### src/rtl/cpu_pkg.sv
`default_nettype none
// ============================================================================
//  Module      : cpu_pkg
//  Description : Shared CPU constants and divider state encoding.
//  Revision    : 1.0 - initial release
// ============================================================================
package cpu_pkg;

    localparam int WORD_WIDTH = 32;

    localparam logic [1:0] DIV_IDLE = 2'd0;
    localparam logic [1:0] DIV_CALC = 2'd1;
    localparam logic [1:0] DIV_DONE = 2'd2;

    typedef enum logic [1:0] {
        S_IDLE = DIV_IDLE,
        S_CALC = DIV_CALC,
        S_DONE = DIV_DONE
    } divState_t;

endpackage
`default_nettype wire

### src/rtl/div_if.sv
`default_nettype none
// ============================================================================
//  Module      : div_if
//  Description : Start/done handshake and operand/result bus of the divider.
//  Revision    : 1.0 - initial release
// ============================================================================
interface div_if
    import cpu_pkg::*;
#(
    parameter int WIDTH = WORD_WIDTH
) ();

    logic             start;
    logic [WIDTH-1:0] dividend;
    logic [WIDTH-1:0] divisor;
    logic             busy;
    logic             done;
    logic             div0;
    logic [WIDTH-1:0] hi;
    logic [WIDTH-1:0] lo;

    modport master (
        output start, dividend, divisor,
        input  busy, done, div0, hi, lo
    );

    modport slave (
        input  start, dividend, divisor,
        output busy, done, div0, hi, lo
    );

endinterface
`default_nettype wire

### src/rtl/div_step.sv
`default_nettype none
// ============================================================================
//  Module      : div_step
//  Description : One combinational restoring-division iteration on magnitudes.
//  Revision    : 1.0 - initial release
// ============================================================================
module div_step
    import cpu_pkg::*;
#(
    parameter int WIDTH = WORD_WIDTH
) (
    input  wire logic [WIDTH-1:0] rem,
    input  wire logic [WIDTH-1:0] quo,
    input  wire logic [WIDTH-1:0] divisor,
    output logic      [WIDTH-1:0] remNext,
    output logic      [WIDTH-1:0] quoNext
);

    logic [WIDTH-1:0] w_remShift;
    logic [WIDTH:0]   w_trial;
    logic             w_negative;

    // rem is always below a divisor magnitude of at most 2^(WIDTH-1), so the
    // WIDTH+1-bit trial keeps a reliable sign bit.
    assign w_remShift = {rem[WIDTH-2:0], quo[WIDTH-1]};
    assign w_trial    = {rem, quo[WIDTH-1]} - {1'b0, divisor};
    assign w_negative = w_trial[WIDTH];

    assign remNext = w_negative ? w_remShift : w_trial[WIDTH-1:0];
    assign quoNext = {quo[WIDTH-2:0], ~w_negative};

endmodule
`default_nettype wire

### src/rtl/div_unit.sv
`default_nettype none
// ============================================================================
//  Module      : div_unit
//  Description : Multicycle signed restoring divider (MIPS DIV) for HI/LO.
//                Optional macro DIV_FAST_ZERO_EN short-cuts a zero dividend.
//  Revision    : 1.0 - initial release
// ============================================================================
module div_unit
    import cpu_pkg::*;
#(
    parameter int WIDTH = WORD_WIDTH
) (
    input  wire logic clk,
    input  wire logic reset,
    div_if.slave      bus
);

    localparam int CNT_W = (WIDTH > 1) ? $clog2(WIDTH) : 1;
    localparam logic [CNT_W-1:0] c_lastCount = CNT_W'(WIDTH - 1);

    divState_t        r_state;
    logic [CNT_W-1:0] r_count;
    logic [WIDTH-1:0] r_rem;
    logic [WIDTH-1:0] r_quo;
    logic [WIDTH-1:0] r_div;
    logic             r_signQ;
    logic             r_signR;
    logic             r_bypass;
    logic             r_zeroDiv;
    logic             r_busy;
    logic             r_done;
    logic             r_div0;
    logic [WIDTH-1:0] r_hi;
    logic [WIDTH-1:0] r_lo;

    logic [WIDTH-1:0] w_absDividend;
    logic [WIDTH-1:0] w_absDivisor;
    logic [WIDTH-1:0] w_remNext;
    logic [WIDTH-1:0] w_quoNext;

    // The most-negative value negates to itself, which is its correct
    // unsigned magnitude.
    assign w_absDividend = bus.dividend[WIDTH-1] ? -bus.dividend : bus.dividend;
    assign w_absDivisor  = bus.divisor[WIDTH-1]  ? -bus.divisor  : bus.divisor;

    div_step #(
        .WIDTH   (WIDTH)
    ) u_step (
        .rem     (r_rem),
        .quo     (r_quo),
        .divisor (r_div),
        .remNext (w_remNext),
        .quoNext (w_quoNext)
    );

    always_ff @(posedge clk) begin
        if (reset) begin
            r_state   <= S_IDLE;
            r_count   <= '0;
            r_rem     <= '0;
            r_quo     <= '0;
            r_div     <= '0;
            r_signQ   <= 1'b0;
            r_signR   <= 1'b0;
            r_bypass  <= 1'b0;
            r_zeroDiv <= 1'b0;
            r_busy    <= 1'b0;
            r_done    <= 1'b0;
            r_div0    <= 1'b0;
            r_hi      <= '0;
            r_lo      <= '0;
        end else begin
            case (r_state)
                S_IDLE: begin
                    r_done <= 1'b0;
                    r_div0 <= 1'b0;
                    if (bus.start) begin
                        r_busy  <= 1'b1;
                        r_state <= S_CALC;
                        // Short requests take a single bypass cycle in CALC so
                        // their completion lands one edge after acceptance.
                        if (bus.divisor == '0) begin
                            r_bypass  <= 1'b1;
                            r_zeroDiv <= 1'b1;
                            r_count   <= '0;
                        end
`ifdef DIV_FAST_ZERO_EN
                        else if (bus.dividend == '0) begin
                            r_bypass  <= 1'b1;
                            r_zeroDiv <= 1'b0;
                            r_count   <= '0;
                        end
`endif
                        else begin
                            r_bypass  <= 1'b0;
                            r_zeroDiv <= 1'b0;
                            r_rem     <= '0;
                            r_quo     <= w_absDividend;
                            r_div     <= w_absDivisor;
                            r_signQ   <= bus.dividend[WIDTH-1] ^ bus.divisor[WIDTH-1];
                            r_signR   <= bus.dividend[WIDTH-1];
                            r_count   <= c_lastCount;
                        end
                    end
                end

                S_CALC: begin
                    if (r_bypass) begin
                        r_done  <= 1'b1;
                        r_div0  <= r_zeroDiv;
                        r_state <= S_DONE;
                        if (!r_zeroDiv) begin
                            r_hi <= '0;
                            r_lo <= '0;
                        end
                    end else begin
                        r_rem <= w_remNext;
                        r_quo <= w_quoNext;
                        if (r_count == '0) begin
                            r_lo    <= r_signQ ? -w_quoNext : w_quoNext;
                            r_hi    <= r_signR ? -w_remNext : w_remNext;
                            r_done  <= 1'b1;
                            r_state <= S_DONE;
                        end else begin
                            r_count <= r_count - 1'b1;
                        end
                    end
                end

                S_DONE: begin
                    r_done    <= 1'b0;
                    r_div0    <= 1'b0;
                    r_busy    <= 1'b0;
                    r_bypass  <= 1'b0;
                    r_zeroDiv <= 1'b0;
                    r_state   <= S_IDLE;
                end

                default: begin
                    r_busy  <= 1'b0;
                    r_done  <= 1'b0;
                    r_div0  <= 1'b0;
                    r_state <= S_IDLE;
                end
            endcase
        end
    end

    assign bus.busy = r_busy;
    assign bus.done = r_done;
    assign bus.div0 = r_div0;
    assign bus.hi   = r_hi;
    assign bus.lo   = r_lo;

endmodule
`default_nettype wire

### src/flat_wrapper.sv
// flat-port wrapper written by rule: the top's interface ports become plain ports
module div_unit_flat import cpu_pkg::*;
#(
    parameter int WIDTH = WORD_WIDTH
)
  (clk, reset, bus_start, bus_dividend, bus_divisor, bus_busy, bus_done, bus_div0, bus_hi, bus_lo);
  div_if #(.WIDTH(WIDTH)) bus_i ();
  input  wire logic clk;
  input  wire logic reset;
  input wire logic [$bits(bus_i.start)-1:0] bus_start;
  input wire logic [$bits(bus_i.dividend)-1:0] bus_dividend;
  input wire logic [$bits(bus_i.divisor)-1:0] bus_divisor;
  output wire logic [$bits(bus_i.busy)-1:0] bus_busy;
  output wire logic [$bits(bus_i.done)-1:0] bus_done;
  output wire logic [$bits(bus_i.div0)-1:0] bus_div0;
  output wire logic [$bits(bus_i.hi)-1:0] bus_hi;
  output wire logic [$bits(bus_i.lo)-1:0] bus_lo;
  assign bus_i.start = bus_start;
  assign bus_i.dividend = bus_dividend;
  assign bus_i.divisor = bus_divisor;
  assign bus_busy = bus_i.busy;
  assign bus_done = bus_i.done;
  assign bus_div0 = bus_i.div0;
  assign bus_hi = bus_i.hi;
  assign bus_lo = bus_i.lo;
  div_unit #(.WIDTH(WIDTH)) u_core (.clk(clk), .reset(reset), .bus(bus_i));
endmodule
### config.mk
export PLATFORM = sky130hd
export DESIGN_NAME = div_unit_flat
export DESIGN_NICKNAME = d
export VERILOG_FILES = /design/src/rtl/cpu_pkg.sv /design/src/rtl/div_if.sv /design/src/rtl/div_step.sv /design/src/rtl/div_unit.sv /design/src/flat_wrapper.sv
export SDC_FILE = /design/constraint.sdc
export NUM_CORES = 1
export LEC_CHECK = 0
export ABC_AREA = 1
export CAP_MARGIN = 20
export CORE_UTILIZATION = 45
export CTS_CLUSTER_DIAMETER = 30
export DETAILED_ROUTE_END_ITERATION = 16
export PLACE_DENSITY = 0.65
export SYNTH_ARGS = -nofsm -noshare
export SYNTH_HDL_FRONTEND = slang
export SYNTH_SLANG_ARGS = --single-unit
export TNS_END_PERCENT = 1
### constraint.sdc
create_clock -name clk -period 3.8 [get_ports clk]
set_input_delay 0.76 -clock clk [delete_from_list [all_inputs] [get_ports clk]]
set_output_delay 0.76 -clock clk [all_outputs]
set_load 0.01 [all_outputs]
After elaboration in Yosys (flattened, before gate mapping)
Cells that the tools add are included.
{"block": "classes", "n_addsub": 6, "n_eq_ne": 8, "muxes": 33, "bitwise_logic": 4, "reduce_logical": 14}
{"operator": "$mux W32", "count": 15}
{"operator": "$neg A32 Y32", "count": 4}
{"operator": "$pmux W32 S2", "count": 2}
{"operator": "$sub A33 B32 Y33", "count": 1}
{"operator": "$logic_not A32 Y1", "count": 1}
{"operator": "$mux W5", "count": 4}
{"operator": "$ne A2 B2 Y1 const B", "count": 5}
{"operator": "$pmux W5 S2", "count": 1}
{"operator": "$reduce_and A4 Y1", "count": 2}
{"operator": "$mux W2", "count": 3}
{"operator": "$reduce_and A2 Y1", "count": 3}
{"operator": "$reduce_and A3 Y1", "count": 2}
{"operator": "$reduce_bool A2 Y1", "count": 3}
{"operator": "$logic_not A5 Y1", "count": 1}
{"operator": "$mux W1", "count": 5}
{"operator": "$sub A5 B1 Y5 const B", "count": 1}
{"operator": "$pmux W1 S2", "count": 2}
{"operator": "$pmux W2 S2", "count": 1}
{"operator": "$ne A3 B1 Y1 const B", "count": 1}
{"operator": "$not A1 Y1", "count": 3}
{"operator": "$eq A2 B1 Y1 const B", "count": 1}
{"operator": "$eq A2 B2 Y1 const B", "count": 1}
{"operator": "$logic_not A2 Y1", "count": 1}
{"operator": "$reduce_or A2 Y1", "count": 1}
{"operator": "$xor A1 B1 Y1", "count": 1}
{"block": "totals", "register_bits": 173, "in_bits": 67, "output_inout_bits": 67}

Longest topological paths before layout
Gate-level depths: netlist of the first run.
{"block": "depth", "depth_word": 6, "depth_mapped": 31, "mapped_depth_nobuf": 29}

Modules after synthesis
Synthesis of the first run repeated with hierarchy kept, for this count alone.
{"block": "hier_totals", "hier_cells": 2608, "hier_area_um2": 14496.4}
{"mod": "div_unit", "instances": 1, "cells_each": 1897, "area_per_inst_um2": 11113.2, "seq_area_each_um2": 3463.3}
{"mod": "div_step", "instances": 1, "cells_each": 711, "area_per_inst_um2": 3383.2, "seq_area_each_um2": 0.0}

Worst setup path after synthesis of the first run
OpenSTA, ideal clock, no wires.
{"block": "synth_timing", "path_type": "reg2reg", "startpoint": "register u_core.r_quo[31]", "endpoint": "register u_core.r_lo[30], in the netlist u_core.bus.lo[30]", "setup_time_ns": 0.058, "t_arrival_ns": 4.108, "t_required_ns": 3.742, "slack_ns": -0.366, "path_stages_with_launch": 32, "period_less_slack_ns": 4.166, "cell_sequence": "dfxtp_1 inv_1 ha_1 fa_1 inv_1 nand2_1 nand2_1 nand3_1 nand2_2 nand2_2 nand2_4 nand2_4 nand2_4 nand2_4 nand2_4 buf_4 clkbuf_1 ha_1 nand3_1 nor2_1 nand3_1 nor3_1 nand3_1 o21ai_0 nand2_1 a21oi_1 o21ai_0 nor2_1 a21oi_1 o21ai_0 o211ai_1 inv_1"}
{"block": "synth_via", "elab_chain_len": 6}
{"element": "start, declared", "line": "div_unit.sv:24", "rtl": "logic [WIDTH-1:0] r_quo;"}
{"element": "start signal, assigned", "line": "div_unit.sv:98", "rtl": "r_quo <= w_absDividend;"}
{"element": "start signal, assigned", "line": "div_unit.sv:118", "rtl": "r_quo <= w_quoNext;"}
{"element": "$sub A33 B32 Y33", "line": "div_step.sv:26", "rtl": "assign w_trial = {rem, quo[WIDTH-1]} - {1'b0, divisor};"}
{"element": "$not A1 Y1", "line": "div_step.sv:30", "rtl": "assign quoNext = {quo[WIDTH-2:0], ~w_negative};"}
{"element": "$neg A32 Y32", "line": "div_unit.sv:120", "rtl": "r_lo <= r_signQ ? -w_quoNext : w_quoNext;"}
{"element": "$mux W32", "line": "div_unit.sv:120"}
{"element": "$mux W32", "line": "div_unit.sv:119", "rtl": "if (r_count == '0) begin"}
{"element": "$mux W32", "line": "div_unit.sv:108", "rtl": "if (r_bypass) begin"}
{"element": "end signal, assigned", "line": "div_unit.sv:120"}
{"element": "end, declared", "line": "div_unit.sv:34", "rtl": "logic [WIDTH-1:0] r_lo;"}
No other way between the ends. The select of a mux whose other input is x is not followed.
A chain may end at the register's enable or synchronous reset.

Final worst setup path of the first run
Ends and elaborated chain as after synthesis.

==> results of run 1 <==
## sequential cells by signal (all words and copies together), names as in the netlist
register / flops
u_core.r_count: 5
u_core.r_signR: 1
u_core.bus.div0: 1
u_core.r_quo: 32
u_core.bus.busy: 1
u_core.bus.done: 1
u_core.r_bypass: 1
u_core.r_div: 32
u_core.r_signQ: 1
u_core.r_rem: 32
u_core.bus.hi: 32
u_core.bus.lo: 32
u_core.r_state: 2
## area by class of cell
cell class / instances / area (um2)
inverter: 311 / 1170
clock buffer: 18 / 429
tap: 378 / 473
sequential: 173 / 3470
fill: 2849 / 12100
clock inverter: 13 / 213
timing repair buffer: 194 / 1880
multi-input combinational: 1566 / 8170
## metal layers
layer / vias to the layer above / track usage / wire length (um)
li1: 7091 / - / -
met1: 6279 / 0.377 / 19300
met2: 363 / 0.502 / 20300
met3: 57 / 0.0361 / 1910
met4: 0 / 0.0881 / 1140
met5: - / 0 / 0
## how the worst max path moves through the flow
stage / from / to / slack, ns / cells after the start
after CTS: u_core.r_quo[31]$_SDFFE_PP0P_ / u_core.bus.lo[30]$_SDFFE_PP0P_ / 0.01 / 29
final: u_core.r_quo[31]$_SDFFE_PP0P_ / u_core.bus.lo[30]$_SDFFE_PP0P_ / 0.17 / 29
after detailed placement: bus_divisor[0] / u_core.r_div[0]$_SDFFE_PP0P_ / -0.07 / 12
after global routing: u_core.r_quo[31]$_SDFFE_PP0P_ / u_core.bus.lo[30]$_SDFFE_PP0P_ / -0.08 / 29
after global placement: bus_divisor[0] / u_core.r_div[0]$_SDFFE_PP0P_ / -0.23 / 12
after floorplan: u_core.r_quo[31]$_SDFFE_PP0P_ / u_core.bus.lo[30]$_SDFFE_PP0P_ / 0.006 / 31
## cell usage in the layout, fill, tap and decap left out, types with 10 or more instances in the layout
master and instances:
nand2_1 583, inv_1 299, nor2_1 205, a21oi_1 182
dfxtp_1 171, o21ai_0 156, clkdlybuf4s50_1 132, nand3_1 98
buf_4 54, xor2_1 48, nor3_1 30, nand2_2 27
xnor2_1 27, ha_1 21, nand4_1 19, clkbuf_16 18
o211ai_1 16, nor2_2 14, ha_4 14, nand2_4 13
nor4_1 13, nand3b_1 12, a31oi_1 11, inv_2 10
## report_power, final
part	switching (mW)	total, mW	internal [mW]
sequential	0.188	2.19	2.00
clock	0.798	1.97	1.17
combinational	2.76	4.25	1.49
total	3.74	8.41	4.66
## cells by family (layout without fill, tap and decap cells)
family                   after synthesis  in the layout
adder cells (fa/ha/maj)               39             39
AO/OA/AOI/OAI                        416            416
buffers and inverters                395            536
flip-flops                           173            173
AND/OR/NAND/NOR                     1036           1036
XOR/XNOR                              75             75
## worst max-delay path, delay by kind of cell, from the launching register on
kind	cells	cell delay, ns
buf+inv	3	0.21
fa+ha+maj	3	0.68
compound gates	6	0.73
flops	1	0.34
simple gates	17	1.61
## repair_timing
item | CTS | global route
pin swaps | 3 | 20
setup buffers | 1 | 11
gates resized for setup | 0 | 45
hold endpoints to repair | 0 | 0
gates cloned | 0 | 1
setup endpoints to repair | 1 | 13
## through the flow
step	util	total power [mW]	setup TNS, ns	worst slack (ns)	hold WS [ns]
floorplan	-	5.05	0	0.00647	0.432
global placement	0.528	6.19	-0.228	-0.228	0.451
detailed placement	0.528	6.23	-0.103	-0.0696	0.453
CTS	0.551	8.20	0	0.0137	0.461
global route	0.566	9.00	-0.188	-0.0845	0.485
finish	0.566	8.41	0	0.168	0.460
==> results.json, run 1 <==
{
  "status": "finished, final reports clean",
  "dp_cells": 2608,
  "synth_compound_area_frac": 0.177,
  "yosys.area_share.simple": 0.344,
  "required_ns": 4.19,
  "final_cell_area_mm2": 0.0158,
  "dp_hpwl_mm": 32.5,
  "routedWlPerCell_um": 16.1,
  "cts_tree": "yes",
  "io_pins": 134,
  "ys_ff_latch": 173,
  "slew_violations": 0,
  "routed_wl_mm": 42.6,
  "setup_violations": 0,
  "fp-row-count": 61,
  "fmax_mhz": 275,
  "grt_usage": 0.291,
  "p_per_area_mw_per_mm2": 532,
  "antenna_found_initial": 0,
  "postRouteAntennaNets": 0,
  "syn_area_per_cell_um2": 6.03,
  "holdPathEnd": "u_core.bus.done$_SDFFE_PP0P_",
  "ff2ff_setup_slack_ns": 0.17,
  "start_util": 0.460,
  "fp.dieH_um": 171,
  "leakagePower_nw": 7.51,
  "yosys_warnings": 0,
  "layout-drive-gt1-share": 0.0897,
  "clock-root-buffer": "clkbuf_16",
  "synth_area_mm2": 0.0129,
  "muxShareOfSynthArea": 0,
  "initialDrtViolationCount": 1147,
  "grt_pass1_wl_mm": 66.1,
  "synth_edf_count": 0,
  "cts.sink_count": 173,
  "yosysTopAreaCell": "dfxtp_1",
  "die_w_um": 171,
  "synth.most_common_cell": "nand2_1",
  "instances_no_fill": 2653,
  "end_kind": "register",
  "finalWeightedCongestion": 0.977,
  "hold_violations": 0,
  "synthXorXnorAreaFrac": 0.0511,
  "area_delta_synth_final_pct": 22.9,
  "final.setup_skew_ns": 0.0137,
  "cpPeakStageDelay_ns": 0.37,
  "cp-start-kind": "register",
  "synth_nets": 2240,
  "synth_top_area_share": 0.269,
  "grt_overflow": 0,
  "dieArea_mm2": 0.0293,
  "drt-pass1-iter-count": 5,
  "max-slew-margin-rel": 0.333,
  "vdd_drop_max_mv": 0.362,
  "seq_area_frac_synth": 0.269,
  "placed_area_mm2": 0.0147,
  "holdBufCountCts": 0,
  "path_clk_slew_ns": 0.08,
  "ys_types": 51,
  "hp-class": "register to register",
  "r2r-start": "u_core.r_quo[31]$_SDFFE_PP0P_",
  "r2r_cells": 29,
  "path_max_fanout": 3,
  "viasPerCell": 5.20,
  "rsz0062_at_grt": "true",
  "clk_path_buf_depth": 2,
  "finalCritPeriodShare": 0.956,
  "critical_path_class": "register to register",
  "crit_top_cell": "nand2_4",
  "synth_commonest_cells": "nand2_1, inv_1, nor2_1",
  "synth_flop_cell": "dfxtp_1",
  "crit_arrival_ns": 4.02,
  "worstMarginPinSlew_ns": 1.00,
  "grt_max_degree": 117,
  "cp_slowest_cell": "fa_2",
  "min_path_cells": 2,
  "vias": 13800,
  "drv_cap": 0,
  "cts.htree.levels": 4,
  "diodes": 0,
  "synth_adder_area_share": 0.0385,
  "cts_buffers": 17,
  "core_area_mm2": 0.0279,
  "min_from": "u_core.bus.done$_SDFFE_PP0P_",
  "synth_top_family_by_area": "simple AND/OR/NAND/NOR gates",
  "ys_async_sr_fraction": 0,
  "ys_top_cells_by_area": "dfxtp_1, nand2_1, inv_1",
  "nets": 2369,
  "io_buffer_count": 133,
  "syn_inst": 2134,
  "clock_latency_ns": 0.45,
  "grt_pass1_vias": 12600,
  "r2r_end": "u_core.bus.lo[30]$_SDFFE_PP0P_",
  "drc": 0,
  "fin_crit_ns": 3.63
}
(Power assumes the default switching activity.)
==> run 2, diff against run 1 <==
--- a/config.mk
+++ b/config.mk
@@ -7,10 +7,11 @@
 export LEC_CHECK = 0
 export ABC_AREA = 1
 export CAP_MARGIN = 20
-export CORE_UTILIZATION = 45
+export CORE_UTILIZATION = 30
 export CTS_CLUSTER_DIAMETER = 30
 export DETAILED_ROUTE_END_ITERATION = 16
-export PLACE_DENSITY = 0.65
+export GPL_TIMING_DRIVEN = 0
+export PLACE_DENSITY_LB_ADDON = 0.05
 export SYNTH_ARGS = -nofsm -noshare
 export SYNTH_HDL_FRONTEND = slang
 export SYNTH_SLANG_ARGS = --single-unit
==> run 2 against run 1 <==
Compared with the run above:
- count of clock-buffer cells in the layout increased by 4
- wire length increased by 24%
- utilization decreased by 18 points
- sequential power about the same
==> results.json, run 2 (synthesis results as in run 1) <==
{
  "status": "finished, final reports clean",
  "finalCritPeriodShare": 0.987,
  "vdd_drop_max_mv": 0.316,
  "grt_overflow": 0,
  "cts_tree": "yes",
  "routedWlPerCell_um": 18.5,
  "cp-start-kind": "register",
  "multi_input_area_mm2": 0.00837,
  "nets": 2410,
  "core_area_mm2": 0.0421,
  "routed_wl_mm": 52.8,
  "cpPeakStageDelay_ns": 0.38,
  "p_per_area_mw_per_mm2": 528,
  "die_w_um": 209,
  "dpl_worst_slack_ns": -0.706,
  "drc": 0,
  "cts.htree.levels": 4,
  "diodes": 0,
  "cp_slowest_cell": "dfxtp_4",
  "worstMarginPinSlew_ns": 1.04,
  "crit_top_cell": "nand2_2",
  "vias": 14000,
  "fmax_mhz": 267,
  "cts.sink_count": 173,
  "max-slew-margin-rel": 0.307,
  "hp-class": "register to register",
  "register_area_mm2": 0.00348,
  "fp.dieH_um": 209,
  "initialDrtViolationCount": 864,
  "cts_buffers": 17,
  "final_cell_area_mm2": 0.0161,
  "clock_latency_ns": 0.47,
  "dp_cells": 2803,
  "antenna_found_initial": 1,
  "final_cell_mix": "nand2_1, inv_1, nor2_1",
  "path_max_fanout": 5,
  "viasPerCell": 4.89,
  "crit_arrival_ns": 4.16,
  "grt_pass1_wl_mm": 79.1,
  "grt_pass1_vias": 13300,
  "area_delta_synth_final_pct": 25.5,
  "hold_violations": 0,
  "end_kind": "register",
  "setup_slack_ns": 0.0483,
  "grt_max_degree": 19,
  "hold_slack_ns": 0.454,
  "critPathTopFamily": "simple AND/OR/NAND/NOR gates",
  "io_buffer_count": 130,
  "leakagePower_nw": 7.41,
  "critical_path_class": "register to register",
  "fin_crit_ns": 3.75,
  "crit_buf_inv": 3,
  "dieArea_mm2": 0.0437,
  "rsz0062_at_grt": "true",
  "finalWeightedCongestion": 0.936,
  "dp_hpwl_mm": 42.7,
  "drv_cap": 0,
  "slew_violations": 0,
  "start_util": 0.305,
  "required_ns": 4.21,
  "io_pins": 134,
  "clk_path_buf_depth": 2,
  "placed_area_mm2": 0.0149,
  "clock-root-buffer": "clkbuf_16",
  "postRouteAntennaNets": 0,
  "final.setup_skew_ns": 0.0139,
  "drt-pass1-iter-count": 5,
  "layout-drive-gt1-share": 0.0880,
  "path_clk_slew_ns": 0.07,
  "grt_usage": 0.241,
  "fp-row-count": 75,
  "power_mw": 8.51,
  "fill_cells": 4672,
  "final_common_cell": "nand2_1",
  "instances_no_fill": 2856,
  "setup_violations": 0
}
-- run 2: final timing paths --
kind / cells after the start / startpoint / slack, ns / end
setup / recovery: 29 / u_core.r_div[0]$_SDFFE_PP0P_ / 0.05 / u_core.bus.lo[30]$_SDFFE_PP0P_
hold / removal: 2 / u_core.bus.done$_SDFFE_PP0P_ / 0.45 / u_core.bus.done$_SDFFE_PP0P_
setup reg to reg: 29 / u_core.r_div[0]$_SDFFE_PP0P_ / 0.05 / u_core.bus.lo[30]$_SDFFE_PP0P_
hold reg to reg: 2 / u_core.bus.done$_SDFFE_PP0P_ / 0.45 / u_core.bus.done$_SDFFE_PP0P_
-- run 2: metrics by stage --
step                      TNS [ns]  utilization
final                            0        0.383
after global routing        -0.444        0.383
after CTS                  -0.0990        0.371
after detailed placement    -18.94        0.353
after global placement      -16.37        0.353
after floorplan                  0            -
-- run 2: worst min-delay path, cell delays in order, from the launching register on --
cell	delay (ns)
dfxtp_1	0.31
inv_1	0.05
a21oi_1	0.05
-- run 2: repair_timing --
action,4_1_cts,5_1_grt
hold buffers,0,0
resized for setup,28,73
endpoints found under the setup margin,17,85
setup buffers,9,13
pin swaps,13,21
cloned,0,0
-- run 2: power by group --
group | internal, mW | total, mW | leakage [nW] | switching [mW]
registers | 2.01 | 2.20 | 1.42 | 0.193
clock network | 1.01 | 1.86 | 0.286 | 0.841
logic | 1.51 | 4.46 | 5.71 | 2.95
-- run 2: area by class of cell --
type                       count  area share
buffer                        83      0.0244
clock buffer                  22      0.0288
clock inverter                10     0.00799
inverter                     311      0.0723
multi-input combinational   1566       0.518
sequential                   173       0.215
tap                          539      0.0418
timing repair buffer         152      0.0909
-- run 2: per-layer routing --
metal  GRT usage  wire length [um]  up-vias
met5           0                 0        -
met4      0.0847              1540        0
met3      0.0340              2040       70
met2       0.408             24800      297
met1       0.312             24400     6432
li1            -                 -     7160
==> run 3, diff against run 2 <==
--- a/config.mk
+++ b/config.mk
@@ -5,7 +5,6 @@
 export SDC_FILE = /design/constraint.sdc
 export NUM_CORES = 1
 export LEC_CHECK = 0
-export ABC_AREA = 1
 export CAP_MARGIN = 20
 export CORE_UTILIZATION = 30
 export CTS_CLUSTER_DIAMETER = 30
==> run 3 against run 2 <==
Compared with the run above:
- the flow now finishes with violations (negative setup slack)
- synthesized cell count fell by 30%
- sequential share of layout area up 1.5 points
- count of clock-buffer cells in the layout is the same
- synthesized area is 11% lower
- non-clock buffer count grew 22
- critical endpoint unchanged
- combinational power is 10% lower
- cell area decreased by 5.8%
==> results.json, run 3 <==
{
  "ys_types": 76,
  "end_kind": "register",
  "r2r_cells": 21,
  "fp.dieH_um": 198,
  "synth_top_area_share": 0.301,
  "routedWlPerCell_um": 19.8,
  "synth_nets": 1606,
  "routed_wl_mm": 43.5,
  "cts_buffers": 17,
  "seq_area_frac_synth": 0.301,
  "grt_pass1_wl_mm": 65.0,
  "ys_ff_latch": 173,
  "vias": 11700,
  "grt_overflow": 0,
  "path_clk_slew_ns": 0.07,
  "diodes": 0,
  "dp_cells": 2143,
  "drv_cap": 0,
  "synth_commonest_cells": "nor2_1, dfxtp_1, nand2_1",
  "drc": 0,
  "syn_area_per_cell_um2": 7.67,
  "r2r_end": "u_core.bus.lo[30]$_SDFFE_PP0P_",
  "initialDrtViolationCount": 879,
  "final_common_cell": "nor2_1",
  "max-slew-margin-rel": 0.376,
  "final_cell_mix": "nor2_1, nand2_1, dfxtp_1",
  "viasPerCell": 5.29,
  "worstMarginPinSlew_ns": 0.933,
  "leakagePower_nw": 5.51,
  "fp-row-count": 71,
  "r2r-start": "u_core.r_div[9]$_SDFFE_PP0P_",
  "vdd_drop_max_mv": 0.384,
  "yosys_warnings": 0,
  "antenna_found_initial": 1,
  "fin_crit_ns": 4.61,
  "final.setup_skew_ns": 0.0122,
  "nets": 1786,
  "setup_violations": 33,
  "cts_tree": "yes",
  "clock-root-buffer": "clkbuf_16",
  "ff2ff_setup_slack_ns": -0.81,
  "syn_inst": 1500,
  "grt_pass1_vias": 10700,
  "drt-pass1-iter-count": 6,
  "area_delta_synth_final_pct": 32.2,
  "crit_arrival_ns": 4.91,
  "grt_usage": 0.220,
  "status": "finished, violations left",
  "hp-class": "register to register",
  "postRouteAntennaNets": 0,
  "min_from": "u_core.bus.hi[17]$_SDFFE_PP0P_",
  "start_util": 0.305,
  "io_buffer_count": 132,
  "cts.sink_count": 173,
  "hold_violations": 0,
  "ys_async_sr_fraction": 0,
  "violations": "negative setup slack",
  "cts.htree.levels": 4,
  "cp-start-kind": "register",
  "holdPathEnd": "u_core.bus.hi[17]$_SDFFE_PP0P_",
  "fmax_mhz": 217,
  "finalWeightedCongestion": 0.898,
  "synth_flop_cell": "dfxtp_1",
  "die_w_um": 198,
  "slew_violations": 0,
  "p_per_area_mw_per_mm2": 522,
  "synth_area_mm2": 0.0115,
  "grt_max_degree": 17,
  "synth_edf_count": 0,
  "dp_hpwl_mm": 33.6,
  "yosysTopAreaCell": "dfxtp_1",
  "synth.most_common_cell": "nor2_1",
  "setup_slack_ns": -0.807,
  "ys_top_cells_by_area": "dfxtp_1, xor2_1, nor2_1",
  "finalCritPeriodShare": 1.21,
  "required_ns": 4.10,
  "clock_latency_ns": 0.46,
  "critical_path_class": "register to register",
  "core_area_mm2": 0.0377,
  "rsz0062_at_grt": "true",
  "power_mw": 7.93,
  "instances_no_fill": 2204,
  "min_path_cells": 2,
  "io_pins": 134,
  "path_max_fanout": 7,
  "layout-drive-gt1-share": 0.151,
  "clk_path_buf_depth": 2,
  "dieArea_mm2": 0.0391
}
[run 3: power by group]
part / switching (mW) / leakage [nW] / total, mW / internal [mW]
combinational: 2.31 / 3.82 / 4.00 / 1.69
clock: 0.821 / 0.267 / 1.74 / 0.915
sequential: 0.209 / 1.43 / 2.19 / 1.98
[run 3: area by class of cell]
type | count | area, um2
Timing Repair Buffer | 165 | 1560
Fill cell | 3974 | 22500
Buffer | 92 | 603
Sequential cell | 173 | 3510
Clock inverter | 10 | 81.3
Tap cell | 511 | 639
Inverter | 53 | 219
Multi-Input combinational cell | 1178 | 8100
Clock buffer | 22 | 484
[run 3: critical path, stage by stage (launching register included)]
cell	delay (ns)
dfxtp_2	0.36
inv_4	0.06
ha_4	0.23
buf_6	0.12
a21oi_4	0.15
o21a_1	0.18
o221a_4	0.22
a21oi_4	0.07
or4_4	0.46
and2_4	0.22
inv_12	0.06
clkbuf_16	0.11
clkbuf_16	0.14
ha_4	0.14
nand2_4	0.05
or4_4	0.43
nand2b_4	0.16
or3_4	0.35
or4_4	0.47
o31ai_4	0.19
xor2_1	0.18
a211oi_1	0.09
[run 3: what timing repair did]
action | 4_1_cts | 5_1_grt
resized for setup | 153 | 77
endpoints found under the setup margin | 156 | 139
hold buffers | 0 | 0
gates cloned | 0 | 0
pin swaps | 35 | 34
buffers inserted | 17 | 15
[run 3: cells by family after synthesis]
group | Yosys count | synth area share
fa+ha+maj | 39 | 0.0431
simple gates | 529 | 0.212
mux | 29 | 0.0259
compound gates | 441 | 0.255
xor+xnor | 140 | 0.107
buf+inv | 149 | 0.0557
flops | 173 | 0.301
[run 3: metrics by stage]
stage	area [um2]	utilization	worst slack [ns]	TNS [ns]	hold WS (ns)
5_1_grt	15200	0.403	-0.961	-22.89	0.462
3_3_place_gp	13600	0.360	-1.75	-131.32	0.441
3_5_place_dp	13600	0.360	-1.81	-133.27	0.443
2_1_floorplan	11600	-	-0.811	-8.46	0.459
6_report	15200	0.403	-0.807	-12.11	0.450
4_1_cts	14800	0.393	-1.04	-17.41	0.453
[run 3: how the worst max path moves through the flow]
stage | slack (ns) | depth (start not counted) | start | endpoint
global route | -0.96 | 21 | u_core.r_div[19]$_SDFFE_PP0P_ | u_core.bus.lo[30]$_SDFFE_PP0P_
floorplan | -0.81 | 22 | u_core.r_div[9]$_SDFFE_PP0P_ | u_core.bus.lo[28]$_SDFFE_PP0P_
CTS | -1.04 | 21 | u_core.r_div[9]$_SDFFE_PP0P_ | u_core.bus.lo[30]$_SDFFE_PP0P_
detailed placement | -1.81 | 24 | u_core.r_quo[31]$_SDFFE_PP0P_ | u_core.bus.hi[30]$_SDFFE_PP0P_
global placement | -1.75 | 24 | u_core.r_quo[31]$_SDFFE_PP0P_ | u_core.bus.hi[30]$_SDFFE_PP0P_
finish | -0.81 | 21 | u_core.r_div[9]$_SDFFE_PP0P_ | u_core.bus.lo[30]$_SDFFE_PP0P_
[run 3: per-layer routing]
metal | routed length, um | track usage | vias to the layer above
met1 | 22200 | 0.327 | 5505
met5 | 0 | 0 | -
li1 | - | - | 5736
met3 | 2280 | 0.0312 | 58
met4 | 1030 | 0.0678 | 0
met2 | 18100 | 0.322 | 353
